<file path="config.mk">
export PLATFORM = sky130hd
export DESIGN_NAME = detect_timestamp_fifo
export DESIGN_NICKNAME = d
export VERILOG_FILES = /design/src/rtl/detect_timestamp_fifo.sv
export SDC_FILE = /design/constraint.sdc
export NUM_CORES = 1
export LEC_CHECK = 0
export BUFFER_PORTS_ARGS = -buffer_cell sky130_fd_sc_hd__buf_2
export CORE_UTILIZATION = 39
export DETAILED_ROUTE_END_ITERATION = 7
export GPL_TIMING_DRIVEN = 0
export SLEW_MARGIN = 40
export SYNTH_ARGS = -nofsm -noshare
export SYNTH_HDL_FRONTEND = slang
export SYNTH_SLANG_ARGS = --single-unit
</file>
<file path="constraint.sdc">
create_clock -name clk -period 2.3 [get_ports clk]
set_input_delay 0 -clock clk [delete_from_list [all_inputs] [get_ports clk]]
set_output_delay 0 -clock clk [all_outputs]
set_load 0.01 [all_outputs]
</file>
<file path="src/rtl/detect_timestamp_fifo.sv">
// detect_timestamp_fifo
// Stamps each detector pulse with a free-running cycle count and queues the
// stamp in a small FIFO that is drained over a valid/ready interface.
//
// Ports:
//   clk, rst      - clock; synchronous active-high reset
//   detect        - event pulse, sampled every cycle
//   ts_ready      - consumer accepts head entry (ignored while ts_valid=0)
//   ts_valid      - FIFO not empty
//   ts_data       - timestamp at FIFO head (don't-care while ts_valid=0)
//   count         - occupancy, 0..DEPTH
//   overflow      - sticky: a pulse was dropped on a full FIFO
//   clr_ovf       - clears overflow (a same-cycle drop wins)
//   drop_cnt      - saturating count of dropped pulses
//
// Optional feature macro: DETECT_TS_DROP_CNT_EN
//   defined     - drop_cnt is an 8-bit saturating drop counter
//   not defined - drop_cnt is tied to 0
module detect_timestamp_fifo #(
    parameter int TS_W  = 16,
    parameter int DEPTH = 8
) (
    input  logic                     clk,
    input  logic                     rst,
    input  logic                     detect,
    input  logic                     ts_ready,
    input  logic                     clr_ovf,
    output logic                     ts_valid,
    output logic [TS_W-1:0]          ts_data,
    output logic [$clog2(DEPTH):0]   count,
    output logic                     overflow,
    output logic [7:0]               drop_cnt
);
    localparam int AW = $clog2(DEPTH);
    localparam int CW = AW + 1;

    logic [TS_W-1:0] ts;
    logic [TS_W-1:0] mem [DEPTH];
    logic [AW-1:0]   wr_ptr;
    logic [AW-1:0]   rd_ptr;
    logic            full;
    logic            push;
    logic            pop;
    logic            drop;

    // Full/empty decisions use the registered count, so a pop in the same
    // cycle cannot make room for a pulse arriving on a full FIFO.
    assign full     = (count == CW'(DEPTH));
    assign push     = detect && !full;
    assign drop     = detect && full;
    assign ts_valid = (count != '0);
    assign pop      = ts_valid && ts_ready;
    assign ts_data  = mem[rd_ptr];

    always_ff @(posedge clk) begin
        if (rst) begin
            ts       <= '0;
            wr_ptr   <= '0;
            rd_ptr   <= '0;
            count    <= '0;
            overflow <= 1'b0;
        end else begin
            ts <= ts + 1'b1;
            if (push) wr_ptr <= wr_ptr + 1'b1;
            if (pop)  rd_ptr <= rd_ptr + 1'b1;
            case ({push, pop})
                2'b10:   count <= count + 1'b1;
                2'b01:   count <= count - 1'b1;
                default: count <= count;
            endcase
            // Set has priority over clear.
            if (drop)         overflow <= 1'b1;
            else if (clr_ovf) overflow <= 1'b0;
        end
    end

    // Storage carries no reset; entries are only visible through count.
    always_ff @(posedge clk) begin
        if (!rst && push) mem[wr_ptr] <= ts;
    end

`ifdef DETECT_TS_DROP_CNT_EN
    always_ff @(posedge clk) begin
        if (rst) begin
            drop_cnt <= '0;
        end else if (drop) begin
            if (clr_ovf)                drop_cnt <= 8'd1;
            else if (drop_cnt != 8'hFF) drop_cnt <= drop_cnt + 8'd1;
        end else if (clr_ovf) begin
            drop_cnt <= '0;
        end
    end
`else
    assign drop_cnt = '0;
`endif

endmodule

</file>
Word level (Yosys, flattened, before mapping)
Memory sizes are Yosys's and may differ from the RTL's. A register that Yosys moved wholly into a read port is not among the register bits.
Index checks and enable logic that the tools add are counted.
{ "totals": {"ramBits": 128, "output_inout_bits": 30, "wordCells": 30, "input_bits": 5, "register_bits": 27, "mem_count": 1} }
{ "mem_list": {"columns": ["memory", "words", "width", "rd", "rd_clocked_by_memory_dff", "wr", "line", "text"], "rows": [
  ["mem", 8, 16, 1, 1, 1, "38", "logic [TS_W-1:0] mem [DEPTH];"]
]} }
{ "op_classes": {"reduce_logical": 9, "n_addsub": 5, "eq_ne": 3, "n_mux": 7} }
{ "ops": {"columns": ["cell", "count"], "rows": [
  ["16-bit by 1-bit adder with 16-bit output, second input constant", 1],
  ["4-bit case mux with 2 select lines", 1],
  ["3-bit by 1-bit adder with 3-bit output, second input constant", 2],
  ["3-bit 2-to-1 mux", 2],
  ["4-bit by 1-bit adder with 4-bit output, second input constant", 1],
  ["4-bit == test, second input constant", 1],
  ["1-bit logical AND", 4],
  ["1-bit 2-to-1 mux", 4],
  ["2-bit nonzero test", 2],
  ["4-bit nonzero test", 1],
  ["4-bit by 1-bit subtractor with 4-bit output, second input constant", 1],
  ["2-bit by 1-bit == test with 1-bit output, second input constant", 1],
  ["2-bit == test, second input constant", 1],
  ["1-bit zero test", 2]
]} }

Logic depth before layout (Yosys ltp)
Gate-level depths: netlist (run 1).
{ "depth": {"ltp_word": 6, "depth_mapped": 11} }

Worst setup path after synthesis (run 1)
OpenSTA, ideal clock, no wires.
{ "synth_timing": {"path_type": "flip-flop to flip-flop", "from": "register count[1]", "to": "memory mem[1][0], enable pin", "path_buffers": 1, "stages_incl_launch_ff": 6, "setup_time_ns": 0.409, "arrival_time_ns": 2.220, "path_slack_ns": -0.329, "required_time_ns": 1.891, "path_cell_list": "dfxtp_1 -> buf_2 -> nor3_1 -> a21boi_1 -> nand2_1 -> nor3_1"} }
{ "synth_via": {"elab_chain_cells": 6} }
{ "synth_lines": {"columns": ["element", "line", "text"], "rows": [
  ["start, declared", "30", "output logic [$clog2(DEPTH):0] count,"],
  ["start signal, assigned", "67", "2'b10: count <= count + 1'b1;"],
  ["start signal, assigned", "68", "2'b01: count <= count - 1'b1;"],
  ["start signal, assigned", "69", "default: count <= count;"],
  ["4-bit == test", "48", "assign full = (count == CW'(DEPTH));"],
  ["1-bit zero test", "49", "assign push = detect && !full;"],
  ["1-bit logical AND", "49", null],
  ["1-bit logical AND", "79", "if (!rst && push) mem[wr_ptr] <= ts;"],
  ["1-bit 2-to-1 mux", "79", null],
  ["1-bit 2-to-1 mux (implied by the code)", "79", null],
  ["end, declared", "38", null]
]} }
Every way passes these cells.

Final worst setup path (run 1)
{ "layout_timing": {"from": "register count[0]", "to": "register count[2]"} }
{ "layout_via": {"elab_cells_between_ends": 11, "cone_classes": "2 x add/sub; 3 x eq/ne; 1 x mux; 5 x reduce/logical"} }
{ "layout_lines": {"columns": ["element", "line", "text"], "rows": [
  ["4-bit nonzero test *", "51", "assign ts_valid = (count != '0);"],
  ["1-bit logical AND *", "52", "assign pop = ts_valid && ts_ready;"],
  ["named net pop", "43", "logic pop;"],
  ["2-bit by 1-bit == test with 1-bit output or 2-bit == test (tied branches)", "66", "case ({push, pop})"],
  ["4-bit case mux with 2 select lines or 2-bit nonzero test (tied branches)", null, null]
]} }
Mark *: on every way through the listed nets, which the timed path passes. The rest lies on a longest branch.
A chain may end at the register's enable or synchronous reset.

==> out/qor.yml, run 1 <==
vias: 3165
grt_usage_pct: 15.4
die_area_um2: 16600
outcome: "complete, but fails checks"
internal_power_uw: 5590
area_growth_pct: 21.3
yosysUniqueCellTypes: 44
fillers: 1332
grt_max_degree: 17
h-tree-depth: 4
io_pins: 35
wl_met1_um: 5080
avgViaCountPerCell: 4.86
start_util_pct: 40.7
cp-end-kind: "flip-flop"
worstMarginPinSlew_ps: 590
cts-root-buf: "clkbuf_16"
max_clock_freq_mhz: 427
yosysMostFrequentCell: "edfxtp_1"
rows: 45
criticalPathCategory: "flip-flop to flip-flop"
drcViolationCount: 0
ir_drop_uv: 784
drt.antenna.violating_nets: 0
grt-ovfl-total: 0
crit_fanout: 5
antenna_found_initial: 0
portBuffers: 26
start_kind: "flip-flop"
leakage_uw: 0.00261
violations: "negative setup slack"
pwr-share-seq_pct: 43.7
max-slew-margin-rel_pct: 60.6
gp_congestion: 0.690
hold_viol: 0
synth-edff-count: 128
cts.sinks: 158
nets: 438
netlist_area_um2: 6270
finalWirelength_um: 11600
initialDrtViolationCount: 215
core_area_um2: 15400
async_reset_ff_share_pct: 0
skew_ps: 10.2
cellPowerDensity_nw_per_um2: 986
utilization_pct: 49.3
synth_compound_area_share_pct: 1.42
synth-seq-cells: 158
slew_viol_final: 0
synth_top_family_by_area: "multiplexers"
fin_area_um2: 7610
grt_pass1_vias: 3274
dp_hpwl_um: 7820
synth_top_area_share_pct: 61.3
drv_cap: 0
synthTopCellsByCount: "edfxtp_1 (128), mux4_2 (32), dfxtp_1 (30), nor2_1 (27), mux2_2 (16)"
die_w_um: 129
setup_ws_ps: -42.8
avgRoutedWirePerCell_um: 17.7
synth_cells: 352
switchingPower_uw: 1920
min_period_ps: 2340
synth.avg_cell_area_um2: 17.8
wl_met3_um: 487
setup_violations: 1
clock_latency_ps: 420
num_antenna_cells: 0
synthAdderAreaFrac_pct: 1.20
power_frac_clock_pct: 34.4
synthFlopType: "edfxtp_1"
rsz0062_at_grt: "true"
netlist_top_cells_area: "edfxtp_1 (61%), mux4_2 (11%), dfxtp_1 (9.6%), mux2_2 (2.9%), nor2_1 (1.6%)"
post_dp_cell_area_um2: 6880
chipHeight_um: 129
dr_wl_met2_um: 5790
hold_path.class: "primary input to flip-flop"
ys_seq_area_share_pct: 70.9
dr.max_layer_used: "met4"
yosysTopAreaCell: "edfxtp_1"
critPathRequiredTime_ps: 2650
grt_pass1_wl_um: 17900
numCtsBuffers: 17
drtPass1Iterations: 4
synth.area.mux_share_pct: 14.9
fin_crit_sh_pct: 102
synthSimpleGateAreaFrac_pct: 6.76
yosys_warnings: 0
clk_path_buf_depth: 2
clk_pin_slew_ps: 60
cp.arrival_ps: 2690
swShare_pct: 25.5
synth_xor_area_share_pct: 2.23
comb_power_share_pct: 21.9
drive_gt1_share_pct: 39.8
tritoncts: "built"
## worst paths after layout
| kind | from | to | slack (ps) | cells after the start |
|---|---|---|---|---|
| hold reg to reg | wr_ptr[0] | wr_ptr[0] | 500 | 2 |
| setup / recovery | count[0] | count[2] | -40 | 10 |
| hold / removal | clr_ovf | overflow | 430 | 5 |
| setup reg to reg | count[0] | count[2] | -40 | 10 |
## placed cells by master, fill, tap and decap left out, drive strengths merged
cell	count
edfxtp	128
buf	62
mux4	32
dfxtp	30
clkbuf	28
nor2	27
mux2	17
nand2	13
xor2	9
inv	9
conb	8
nand3	8
nor3	8
xnor2	7
a21oi	7
clkinv	6
ha	6
dlygate4sd3	4
o21ai	4
nand2b	3
nor2b	3
nand4	3
nor4	3
mux2i	2
or3	2
or4	1
a21boi	1
nand3b	1
or2	1
and4	1
nor4bb	1
nor4b	1
nand4b	1
a211o	1
a32oi	1
a31o	1
## power groups by stage
stage	Clock, µW	Combinational (µW)	Sequential (µW)
2_1_floorplan	0	1060	3310
3_3_place_gp	0	1420	3310
3_5_place_dp	0	1470	3320
4_1_cts	2630	1590	3280
5_1_grt	2760	1790	3290
6_report	2580	1650	3280
## layout make-up
type	count	area, µm²	share of cell area [%]
Timing Repair Buffer	51	359	4.72
Clock inverter	9	56.3	0.740
Clock buffer	23	499	6.56
Tap cell	211	264	3.47
Multi-Input combinational cell	173	1820	23.9
Inverter	6	25.0	0.329
Sequential cell	158	4460	58.6
Buffer	20	134	1.76
## sequential cells by signal, indices dropped and copies added, names as in the netlist, named ones only
name,cells
mem,128
ts,16
count,4
rd_ptr,3
wr_ptr,3
overflow,1
## metrics by stage
stage          total power (µW)  setup WS, ps  TNS, ps  hold slack [ps]  instances
2_1_floorplan              4370          -326   -10430              171        359
3_3_place_gp               4730         -1510  -100880              276        596
3_5_place_dp               4790          -122    -2130              287        607
4_1_cts                    7500          13.4        0              409        646
5_1_grt                    7840          -103     -116              475        651
6_report                   7510         -42.8    -42.8              427        651
## layer usage
| layer | up-vias | GRT usage [%] |
|---|---|---|
| met2 | 65 | 25.6 |
| met1 | 1573 | 19.0 |
| met5 | - | 0 |
| met3 | 16 | 4.74 |
| li1 | 1511 | - |
| met4 | 0 | 5.33 |
## cells by family (layout without fill, tap and decap cells)
logic type / after synthesis / count (layout)
flops: 158 / 158
mux: 51 / 51
compound gates: 15 / 15
xor+xnor: 16 / 16
buf+inv: 28 / 109
other cells: 1 / 8
simple gates: 77 / 77
fa+ha+maj: 6 / 6
## critical path, cell delays in order (launching register included)
cell,delay [ps]
dfxtp_4,360
or4_4,540
nand2_4,90
inv_4,40
ha_4,160
xor2_1,160
ha_2,200
a21oi_2,40
xor2_1,170
or3_4,370
a21oi_2,130
## repair_timing
item                       in CTS  in global routing
setup endpoints to repair      48                 23
resized for setup              12                 11
hold endpoints to repair        5                  0
hold buffers                    4                  0
buffers inserted                5                  5
pin swaps                       4                  9
(Power assumes the default switching activity.)
==> run 2, diff against run 1 <==
CORE_UTILIZATION = 40   (was 39)
==> out/qor.yml, run 2 (synthesis gave the netlist of run 1 again) <==
antenna_found_initial: 0  # unchanged
drt.antenna.violating_nets: 0  # unchanged
rsz0062_at_grt: "true"  # unchanged
ir_drop_uv: 776  # was 784 µV
grt_max_degree: 17  # unchanged
comb_power_share_pct: 21.0  # was 21.9%
skew_ps: 6.21  # was 10.2 ps
cp.arrival_ps: 2640  # was 2690 ps
finalWirelength_um: 11700  # was 11600 µm
grt-ovfl-total: 0  # unchanged
tritoncts: "built"  # unchanged
cts-root-buf: "clkbuf_16"  # unchanged
hold_path.class: "primary input to flip-flop"  # unchanged
core_area_um2: 15300  # was 15400 µm²
start_util_pct: 41.1  # was 40.7%
grt_pass1_wl_um: 18600  # was 17900 µm
avgRoutedWirePerCell_um: 18.1  # was 17.7 µm
violations: "negative setup slack"  # unchanged
criticalPathCategory: "flip-flop to flip-flop"  # unchanged
slew_viol_final: 0  # unchanged
tns_ps: -2.19  # was -42.8 ps
cts.sinks: 158  # unchanged
grt_usage_pct: 15.9  # was 15.4%
nets: 435  # was 438
die_area_um2: 16200  # was 16600 µm²
rows: 45  # unchanged
vias: 3216  # was 3165
power_frac_clock_pct: 35.8  # was 34.4%
max_clock_freq_mhz: 434  # was 427 MHz
critPathRequiredTime_ps: 2630  # was 2650 ps
gp_congestion: 0.698  # was 0.690
outcome: "complete, but fails checks"  # unchanged
cellPowerDensity_nw_per_um2: 994  # was 986 nW/µm²
worstMarginPinSlew_ps: 585  # was 590 ps
setup_violations: 1  # unchanged
drtPass1Iterations: 6  # was 4
numCtsBuffers: 17  # unchanged
cp-end-kind: "flip-flop"  # unchanged
top_register: "mem"  # unchanged
switchingPower_uw: 1890  # was 1920 µW
largest_reg_flops: 128  # unchanged
num_antenna_cells: 0  # unchanged
clk_pin_slew_ps: 60  # about the same
grt_pass1_vias: 3271  # was 3274
die_w_um: 127  # was 129 µm
avgViaCountPerCell: 4.96  # was 4.86
clk_path_buf_depth: 2  # unchanged
setup_ws_ps: -2.19  # was -42.8 ps
clock_latency_ps: 410  # was 420 ps
area_growth_pct: 21.5  # was 21.3%
swShare_pct: 24.9  # was 25.5%
portBuffers: 26  # unchanged
layout_common_cells: "edfxtp_1 (128), mux4_2 (32), buf_2 (31)"  # unchanged
drv_cap: 0  # unchanged
drcViolationCount: 0  # unchanged
io_pins: 35  # unchanged
h-tree-depth: 4  # unchanged
internal_power_uw: 5690  # was 5590 µW
leakage_uw: 0.00260  # was 0.00261 µW
final_common_cell: "edfxtp_1"  # unchanged
fin_crit_sh_pct: 100  # was 102%
crit_fanout: 6  # was 5
max-slew-margin-rel_pct: 60.9  # was 60.6%
hold_viol: 0  # unchanged
start_kind: "flip-flop"  # unchanged
drive_gt1_share_pct: 38.2  # was 39.8%
reg_top3: "mem x128, ts x16, count x4"  # unchanged
pwr-share-seq_pct: 43.2  # was 43.7%
utilization_pct: 50.0  # was 49.3%
min_period_ps: 2300  # was 2340 ps
chipHeight_um: 127  # was 129 µm
initialDrtViolationCount: 247  # was 215
dp_hpwl_um: 7910  # was 7820 µm
run 2: timing repair:
item,4_1_cts,5_1_grt
resized for setup,14,4
pin swaps,2,6
endpoints found under the hold margin,9,0
hold buffers,4,0
setup buffers,3,4
cloned,0,0
setup endpoints to repair,48,20
run 2: cell type report:
type | count | area (µm²)
Buffer | 20 | 134
Clock inverter | 6 | 45.0
Timing Repair Buffer | 48 | 348
Sequential cell | 158 | 4450
Fill cell | 1260 | 7640
Tap cell | 211 | 264
Inverter | 6 | 22.5
Clock buffer | 26 | 553
Multi-Input combinational cell | 173 | 1800
run 2: per-layer routing:
layer | part of all wire (%) | up-vias | global-route usage, %
li1 | - | 1495 | -
met1 | 43 | 1642 | 19.8
met2 | 52 | 67 | 26.9
met3 | 3.8 | 12 | 3.81
met4 | 1.3 | 0 | 6.37
met5 | 0 | - | 0
run 2: critical path, cell delays in order (launching register included):
cell     delay (ps)
dfxtp_4         360
or4_4           560
nand2_4         100
inv_2            50
ha_4            170
xor2_1          140
ha_1            180
a21oi_2         110
xor2_1           90
or3_1           350
a21oi_1         120
run 2: stage by stage:
step	setup slack [ps]	total power (µW)	hold WS (ps)	cell area (µm²)	instances
after global routing	-91.0	7910	458	7620	648
after CTS	10.8	7630	409	7590	645
after detailed placement	-124	4790	283	6890	607
final	-2.19	7580	433	7620	648
after floorplan	-326	4370	171	6320	359
after global placement	-1500	4720	276	6710	596
run 2: path summary, 6_finish.rpt:
check                                from   endpoint  slack, ps  depth (start not counted)
worst max register to register   count[0]   count[2]         -2                         10
worst max-delay path             count[0]   count[2]         -2                         10
worst min-delay path              clr_ovf   overflow        430                          5
worst min register to register  rd_ptr[1]  rd_ptr[1]        510                          2
run 2: power groups by stage:
stage / logic, µW / registers (µW) / clock network [µW]
2_1_floorplan: 1060 / 3310 / 0
3_3_place_gp: 1410 / 3310 / 0
3_5_place_dp: 1470 / 3320 / 0
4_1_cts: 1580 / 3280 / 2780
5_1_grt: 1730 / 3290 / 2890
6_report: 1590 / 3280 / 2710
